==> src/rtl/rob_multi.sv <==
// rob_multi -- reorder buffer with multi-port writeback and multi-wide retirement.
//
// Entries are allocated in program order at the tail. Each entry is marked done
// by any of NUM_WB writeback ports. Up to RETIRE_W entries retire per cycle from
// the head, oldest first. A mispredicting branch squashes every entry younger
// than itself and rewinds the tail to just past the branch.
//
// Parameters: DEPTH (entries, power of two, >= 4), NUM_WB (writeback ports),
//             RETIRE_W (retire width, 1..4), PREG_W (physical register index width).
//
// Ports:
//   clk, reset               clock, synchronous active-high reset
//   alloc_valid/pd_new/pd_old/pc   dispatch allocation request + payload
//   alloc_ready, alloc_tag   an entry is free; tag the next allocation receives
//   wb_valid, wb_tag         per-port completion, port i tag at [i*TAG_W +: TAG_W]
//   br_mispredict, br_tag    mispredicting branch and its tag
//   retire_valid, retire_pd_old    retire slots, slot 0 oldest
//   flush, flush_tag         registered one-cycle echo of an accepted mispredict
//   count, empty             occupancy
//   perf_retired             retired-instruction counter (only with ROB_PERF_EN)
//
// Build option: define ROB_PERF_EN to add the perf_retired output and counter.

module rob_multi #(
    parameter int DEPTH    = 16,
    parameter int NUM_WB   = 3,
    parameter int RETIRE_W = 2,
    parameter int PREG_W   = 7,
    localparam int TAG_W   = $clog2(DEPTH)
) (
    input  logic                       clk,
    input  logic                       reset,
    input  logic                       alloc_valid,
    input  logic [PREG_W-1:0]          alloc_pd_new,
    input  logic [PREG_W-1:0]          alloc_pd_old,
    input  logic [31:0]                alloc_pc,
    output logic                       alloc_ready,
    output logic [TAG_W-1:0]           alloc_tag,
    input  logic [NUM_WB-1:0]          wb_valid,
    input  logic [NUM_WB*TAG_W-1:0]    wb_tag,
    input  logic                       br_mispredict,
    input  logic [TAG_W-1:0]           br_tag,
    output logic [RETIRE_W-1:0]        retire_valid,
    output logic [RETIRE_W*PREG_W-1:0] retire_pd_old,
    output logic                       flush,
    output logic [TAG_W-1:0]           flush_tag,
    output logic [TAG_W:0]             count,
`ifdef ROB_PERF_EN
    output logic [31:0]                perf_retired,
`endif
    output logic                       empty
);

    localparam int PTR_W = TAG_W + 1;

    // Pointers carry an extra wrap bit so full and empty are distinguishable.
    logic [PTR_W-1:0]  head, tail;
    logic [TAG_W-1:0]  head_idx, tail_idx;
    logic [DEPTH-1:0]  valid_q, done_q;

    logic [PREG_W-1:0] pd_new_mem [DEPTH];
    logic [PREG_W-1:0] pd_old_mem [DEPTH];
    logic [31:0]       pc_mem     [DEPTH];

    logic              full;
    logic              alloc_fire;
    logic              br_take;
    logic [TAG_W-1:0]  br_age;
    logic [DEPTH-1:0]  kill;
    logic [PTR_W-1:0]  retire_cnt;
    logic              run;
    logic [TAG_W-1:0]  slot;

    assign head_idx    = head[TAG_W-1:0];
    assign tail_idx    = tail[TAG_W-1:0];
    assign count       = tail - head;
    assign full        = (count == PTR_W'(DEPTH));
    assign empty       = (count == '0);
    assign alloc_ready = !full;
    assign alloc_tag   = tail_idx;

    // A mispredict is honoured only when it names a live entry.
    assign br_take    = br_mispredict && valid_q[br_tag];
    assign br_age     = br_tag - head_idx;
    assign alloc_fire = alloc_valid && alloc_ready && !br_take;

    // Entries whose distance from head exceeds the branch's are younger than it.
    always_comb begin
        kill = '0;
        for (int k = 0; k < DEPTH; k++) begin
            kill[k] = br_take && ((TAG_W'(k) - head_idx) > br_age);
        end
    end

    // Retire the longest valid+done run from head; during an accepted
    // mispredict the run stops at the branch so squashed work never retires.
    // NOTE: every output of this block is given a default first, so no path
    // leaves a variable unassigned and no latch is inferred.
    always_comb begin
        retire_valid  = '0;
        retire_pd_old = '0;
        retire_cnt    = '0;
        run           = 1'b1;
        slot          = head_idx;
        for (int i = 0; i < RETIRE_W; i++) begin
            slot = head_idx + TAG_W'(i);
            run  = run && valid_q[slot] && done_q[slot]
                       && !(br_take && (TAG_W'(i) > br_age));
            retire_valid[i] = run;
            retire_pd_old[i*PREG_W +: PREG_W] = pd_old_mem[slot];
            if (run) begin
                retire_cnt = retire_cnt + PTR_W'(1);
            end
        end
    end

    // NOTE: sequential state uses non-blocking assignments so every update in
    // this block sees the pre-edge values; later statements win on a conflict.
    always_ff @(posedge clk) begin
        if (reset) begin
            head      <= '0;
            tail      <= '0;
            valid_q   <= '0;
            done_q    <= '0;
            flush     <= 1'b0;
            flush_tag <= '0;
        end else begin
            for (int i = 0; i < NUM_WB; i++) begin
                if (wb_valid[i] && valid_q[wb_tag[i*TAG_W +: TAG_W]]) begin
                    done_q[wb_tag[i*TAG_W +: TAG_W]] <= 1'b1;
                end
            end
            for (int i = 0; i < RETIRE_W; i++) begin
                if (retire_valid[i]) begin
                    valid_q[head_idx + TAG_W'(i)] <= 1'b0;
                    done_q[head_idx + TAG_W'(i)]  <= 1'b0;
                end
            end
            for (int k = 0; k < DEPTH; k++) begin
                if (kill[k]) begin
                    valid_q[k] <= 1'b0;
                end
            end
            // The tail slot is never live when alloc_fire, so it cannot
            // collide with the writeback or retire updates above.
            if (alloc_fire) begin
                valid_q[tail_idx] <= 1'b1;
                done_q[tail_idx]  <= 1'b0;
            end

            head <= head + retire_cnt;
            if (br_take) begin
                // Rebuilding from head keeps the wrap bit correct.
                tail <= head + PTR_W'(br_age) + PTR_W'(1);
            end else if (alloc_fire) begin
                tail <= tail + PTR_W'(1);
            end

            flush <= br_take;
            if (br_take) begin
                flush_tag <= br_tag;
            end
        end
    end

    // NOTE: payload storage is not reset; an entry's payload is only observed
    // while its valid bit (which is reset) is set.
    always_ff @(posedge clk) begin
        if (alloc_fire) begin
            pd_new_mem[tail_idx] <= alloc_pd_new;
            pd_old_mem[tail_idx] <= alloc_pd_old;
            pc_mem[tail_idx]     <= alloc_pc;
        end
    end

    // pd_new and pc are kept per entry for later consumers and debug; nothing
    // on this block's ports reads them yet.
    logic [PREG_W+31:0] unused_head_payload;
    assign unused_head_payload = {pd_new_mem[head_idx], pc_mem[head_idx]};

`ifdef ROB_PERF_EN
    always_ff @(posedge clk) begin
        if (reset) begin
            perf_retired <= '0;
        end else begin
            perf_retired <= perf_retired + 32'(retire_cnt);
        end
    end
`endif

endmodule

==> config.mk <==
export PLATFORM = sky130hd
export DESIGN_NAME = rob_multi
export DESIGN_NICKNAME = d
export VERILOG_FILES = /design/src/rtl/rob_multi.sv
export SDC_FILE = /design/constraint.sdc
export NUM_CORES = 1
export LEC_CHECK = 0
export ABC_CLOCK_PERIOD_IN_PS = 5000
export CORE_MARGIN = 5
export CORE_UTILIZATION = 25
export CTS_BUF_LIST = sky130_fd_sc_hd__clkbuf_4
export DETAILED_ROUTE_END_ITERATION = 10
export GPL_TIMING_DRIVEN = 0
export PLACE_DENSITY_LB_ADDON = 0.08
export SYNTH_ARGS = -nofsm -noshare
export SYNTH_HDL_FRONTEND = slang
export SYNTH_SLANG_ARGS = --single-unit
==> constraint.sdc <==
create_clock -name clk -period 5 [get_ports clk]
set_input_delay 0.75 -clock clk [delete_from_list [all_inputs] [get_ports clk]]
set_output_delay 0.75 -clock clk [all_outputs]
set_load 0.1 [all_outputs]
==> results by group <==
Routing
  • Detailed Route WL: 43.15 mm
  • Routed WL per cell: 28.00 um
  • Remaining antenna violation count: 0
  • Vias per std cell: 5.441
  • Via count: 8,384
  • DRC errors left: 0
  • 1st-pass router iterations: 5
  • Initial drt markers: 784

CTS
  • Bufs on Longest Clock Path: 2
  • Number of buffers inserted during clock tree synthesis: 17
  • Number of levels the H-tree was split into: 4
  • Clk Tree Root Cell: clkbuf_4
  • CTS tree: done
  • Insertion delay to the later sink of the worst-skew pair: 0.63 ns
  • Worst-path clk slew: 0.15 ns
  • Hold-fix buffers at CTS: 0
  • CTS sink count: 159

Power
  • Switching share of power: 34.09%
  • Internal Power: 0.001981 W
  • Total net switching power: 0.001025 W
  • Clock power frac: 30.7%
  • Leakage: 4.176 nW
  • Share of total power in sequential cells: 49.0%
  • Maximum VDD drop: 0.0001841 V
  • Power density over cell area: 241.3 nW/um^2
  • Relative contribution of combinational cells to total power: 20.3%

Worst setup path
  • Critical Path Source Type: input pin
  • Critical path type: input pin to output port
  • Terminus of the critical flop-to-flop path: pd_old_mem[12][0]$_DFFE_PP_
  • Worst-path maximum fanout: 10
  • Startpoint of the worst-slack reg-to-reg timing path: head[1]$_SDFF_PP0_
  • Setup slack on the worst flop-to-flop path: 0.24 ns
  • Endpoint required time on the critical path: 4.25 ns
  • Arrival time at the worst endpoint: 4.08 ns
  • Kind of capture point of the worst setup path: output port
  • Number of cells traversed by the worst register-to-register path: 15

Yosys
  • Post-synthesis area per instance: 11.86 um^2
  • Proportion of synthesized chip area in sequential cells: 40.45%
  • Share of synthesized flip-flops with an asynchronous set or reset: 0%
  • Post-synth net total: 1,019
  • Post-synthesis instance total: 897
  • Number of enable flip-flop cells after synthesis: 112
  • Synth unique cells: 76
  • Flip-flop and latch count after synthesis: 159
  • Main flop type after synthesis: edfxtp_1
  • Post-synthesis instance area: 10,640 um^2
  • Yosys synthesis warning count: 0

Layout
  • Layout cells sized above 1: 21.42%
  • Post-synthesis to final-layout area growth: 17.05%
  • FILL cells: 4,309
  • Cell area after layout: 12,450 um^2
  • Net count, final: 1,108

Timing
  • Final setup violation count: 0
  • Post-route worst setup slack: 0.1663 ns
  • Final period demand of the worst path: 4.834 ns
  • Share of the clock period used by the worst path: 96.67%
  • Number of endpoints with negative hold slack in the final report: 0
  • Final count of pins violating max slew: 0
  • Fmax: 206.9 MHz
  • Clock skew after layout: 0.03413 ns
  • Worst-Margin Slew: 1.308 ns
  • Headroom to the max-slew limit: 12.46%

Min path
  • Worst hold-check path type: flop to flop
  • Cells on Worst Hold Path: 2
  • Worst hold start: flush_tag[2]$_SDFFE_PP0P_
  • Worst-case hold path end point: flush_tag[2]$_SDFFE_PP0P_

Placement
  • # port buffers: 57
  • Worst slack at placement: -2.951 ns
  • Gpl congestion: 0.8669
  • Post-detail-place hpwl: 30.99 mm
  • Area after DPL: 11,900 um^2

Floorplan
  • Core Box Area: 42,040 um^2
  • Die Y-Extent: 216.3 um
  • Floorplan die width: 216.3 um
  • Initial cell density of the core: 25.31%
  • Row count: 75
  • IO Pins: 101
  • Area of the die: 46,790 um^2

Global route
  • Global-route wire length before repair: 61.82 mm
  • Initial antenna violation count: 3
  • Via count of the first global-routing pass: 8,579
  • All-Layer GR Usage: 18.21%
  • Largest net degree at the start of global routing: 20
  • Remaining global-route overflow: 0

Flow run
  • Max-cap violation count: 0

Outcome
  • Run status: completed
-- metal layers --
metal	track usage, %	up-vias	wire [um]
met4	5.385	2	1244
li1	-	3767	-
met2	29.51	266	20080
met1	25.21	4289	19880
met5	0	-	13
met3	3.028	60	1935
-- Yosys cell counts (all sizes together), types with 14 or more instances --
library cell / n / share of area (%)
edfxtp: 112 / 32
mux4: 83 / 18
nand2: 65 / 2.4
ha: 48 / 5.6
dfxtp: 47 / 8.8
inv: 45 / 1.6
buf: 39 / 2.2
o21ai: 36 / 1.7
nor2: 32 / 1.2
clkbuf: 30 / 1.1
nor4: 24 / 1.7
nor2b: 20 / 1.2
nand4: 19 / 1.1
nor3: 18 / 0.85
nand3: 16 / 0.75
a21oi: 15 / 0.71
nor3b: 15 / 1.1
o31ai: 14 / 0.99
or4: 14 / 1.1
xnor2: 14 / 1.2
-- through the flow --
stage | power (W) | hold WS (ns) | util, % | TNS [ns] | instances
global placement | 0.002117 | 0.4489 | 28.26 | -150.29 | 1493
floorplan | 0.001905 | 0.4797 | - | -0.03972 | 897
finish | 0.003006 | 0.4683 | 29.63 | 0 | 1541
global route | 0.003126 | 0.4949 | 29.62 | -0.01249 | 1540
CTS | 0.003033 | 0.4726 | 29.54 | 0 | 1534
detailed placement | 0.002118 | 0.4526 | 28.30 | -136.28 | 1494
-- worst max-delay path, stage by stage --
cell             delay (ns)
clkdlybuf4s50_1        0.56
buf_6                  0.20
inv_1                  0.08
ha_1                   0.24
fa_2                   0.57
inv_1                  0.06
or3_1                  0.45
a211oi_4               0.32
buf_4                  0.23
buf_4                  0.22
nor3_4                 0.09
buf_6                  0.13
buf_12                 0.15
-- cells in the final DEF, fill, tap and decap left out, types with 23 or more instances in the layout --
| cell | synthesis | routed |
|---|---|---|
| edfxtp_1 | 112 | 112 |
| mux4_2 | 77 | 83 |
| nand2_1 | 64 | 64 |
| ha_1 | 48 | 48 |
| dfxtp_1 | 47 | 44 |
| inv_1 | 44 | 41 |
| clkdlybuf4s50_1 | 0 | 37 |
| o21ai_0 | 35 | 34 |
| nor2_1 | 31 | 31 |
| clkbuf_1 | 29 | 24 |
| buf_4 | 8 | 23 |
-- power groups by stage --
stage / sequential (W) / clock (W) / combinational (W)
6_report: 0.00147 / 0.000923 / 0.000611
4_1_cts: 0.00147 / 0.000949 / 0.000613
3_5_place_dp: 0.00150 / 0 / 0.000616
3_3_place_gp: 0.00150 / 0 / 0.000615
5_1_grt: 0.00148 / 0.00100 / 0.000647
2_1_floorplan: 0.00150 / 0 / 0.000407
-- cell type report --
type	count	area (um^2)	share of cell area, %
Sequential cell	159	4313	34.63
Antenna cell	3	7.507	0.06028
Tap cell	539	674.4	5.415
Clock buffer	17	127.6	1.025
Inverter	45	182.7	1.467
Clock inverter	15	197.7	1.587
Timing Repair Buffer	71	655.6	5.264
Buffer	68	427.9	3.436
Multi-Input combinational cell	624	5868	47.12
-- worst max-delay path by stage --
stage | startpoint | to | slack (ns) | depth (start not counted)
floorplan | head[1]$_SDFF_PP0_ | empty | -0.04 | 10
global placement | head[1]$_SDFF_PP0_ | retire_pd_old[10] | -3.01 | 12
detailed placement | head[1]$_SDFF_PP0_ | retire_pd_old[8] | -2.95 | 12
CTS | head[0]$_SDFF_PP0_ | retire_pd_old[6] | 0.01 | 8
global route | head[2]$_SDFF_PP0_ | retire_valid[1] | -0.01 | 13
finish | br_tag[0] | retire_valid[1] | 0.17 | 13
-- cell families after synthesis --
family / after synthesis / synth area share (%)
and+or+nand+nor: 286 / 15.86
AOI/OAI and AO/OA: 165 / 11.12
DFF: 159 / 40.45
buffers and inverters: 114 / 4.845
muxes: 96 / 19.00
adders and majority gates: 54 / 6.679
xor gates and xnor gates: 23 / 2.034
-- registers in the layout, summed over array words and instances, names as in the netlist --
register / cells
done_q: 16
flush: 1
flush_tag: 4
head: 5
pd_old_mem: 112
tail: 5
valid_q: 16
-- timing repair --
action / 4_1_cts / 5_1_grt
resized for setup: 119 / 4
setup buffers: 9 / 4
pin swaps: 1 / 2
setup endpoints to repair: 174 / 9
(Power assumes the default switching activity.)
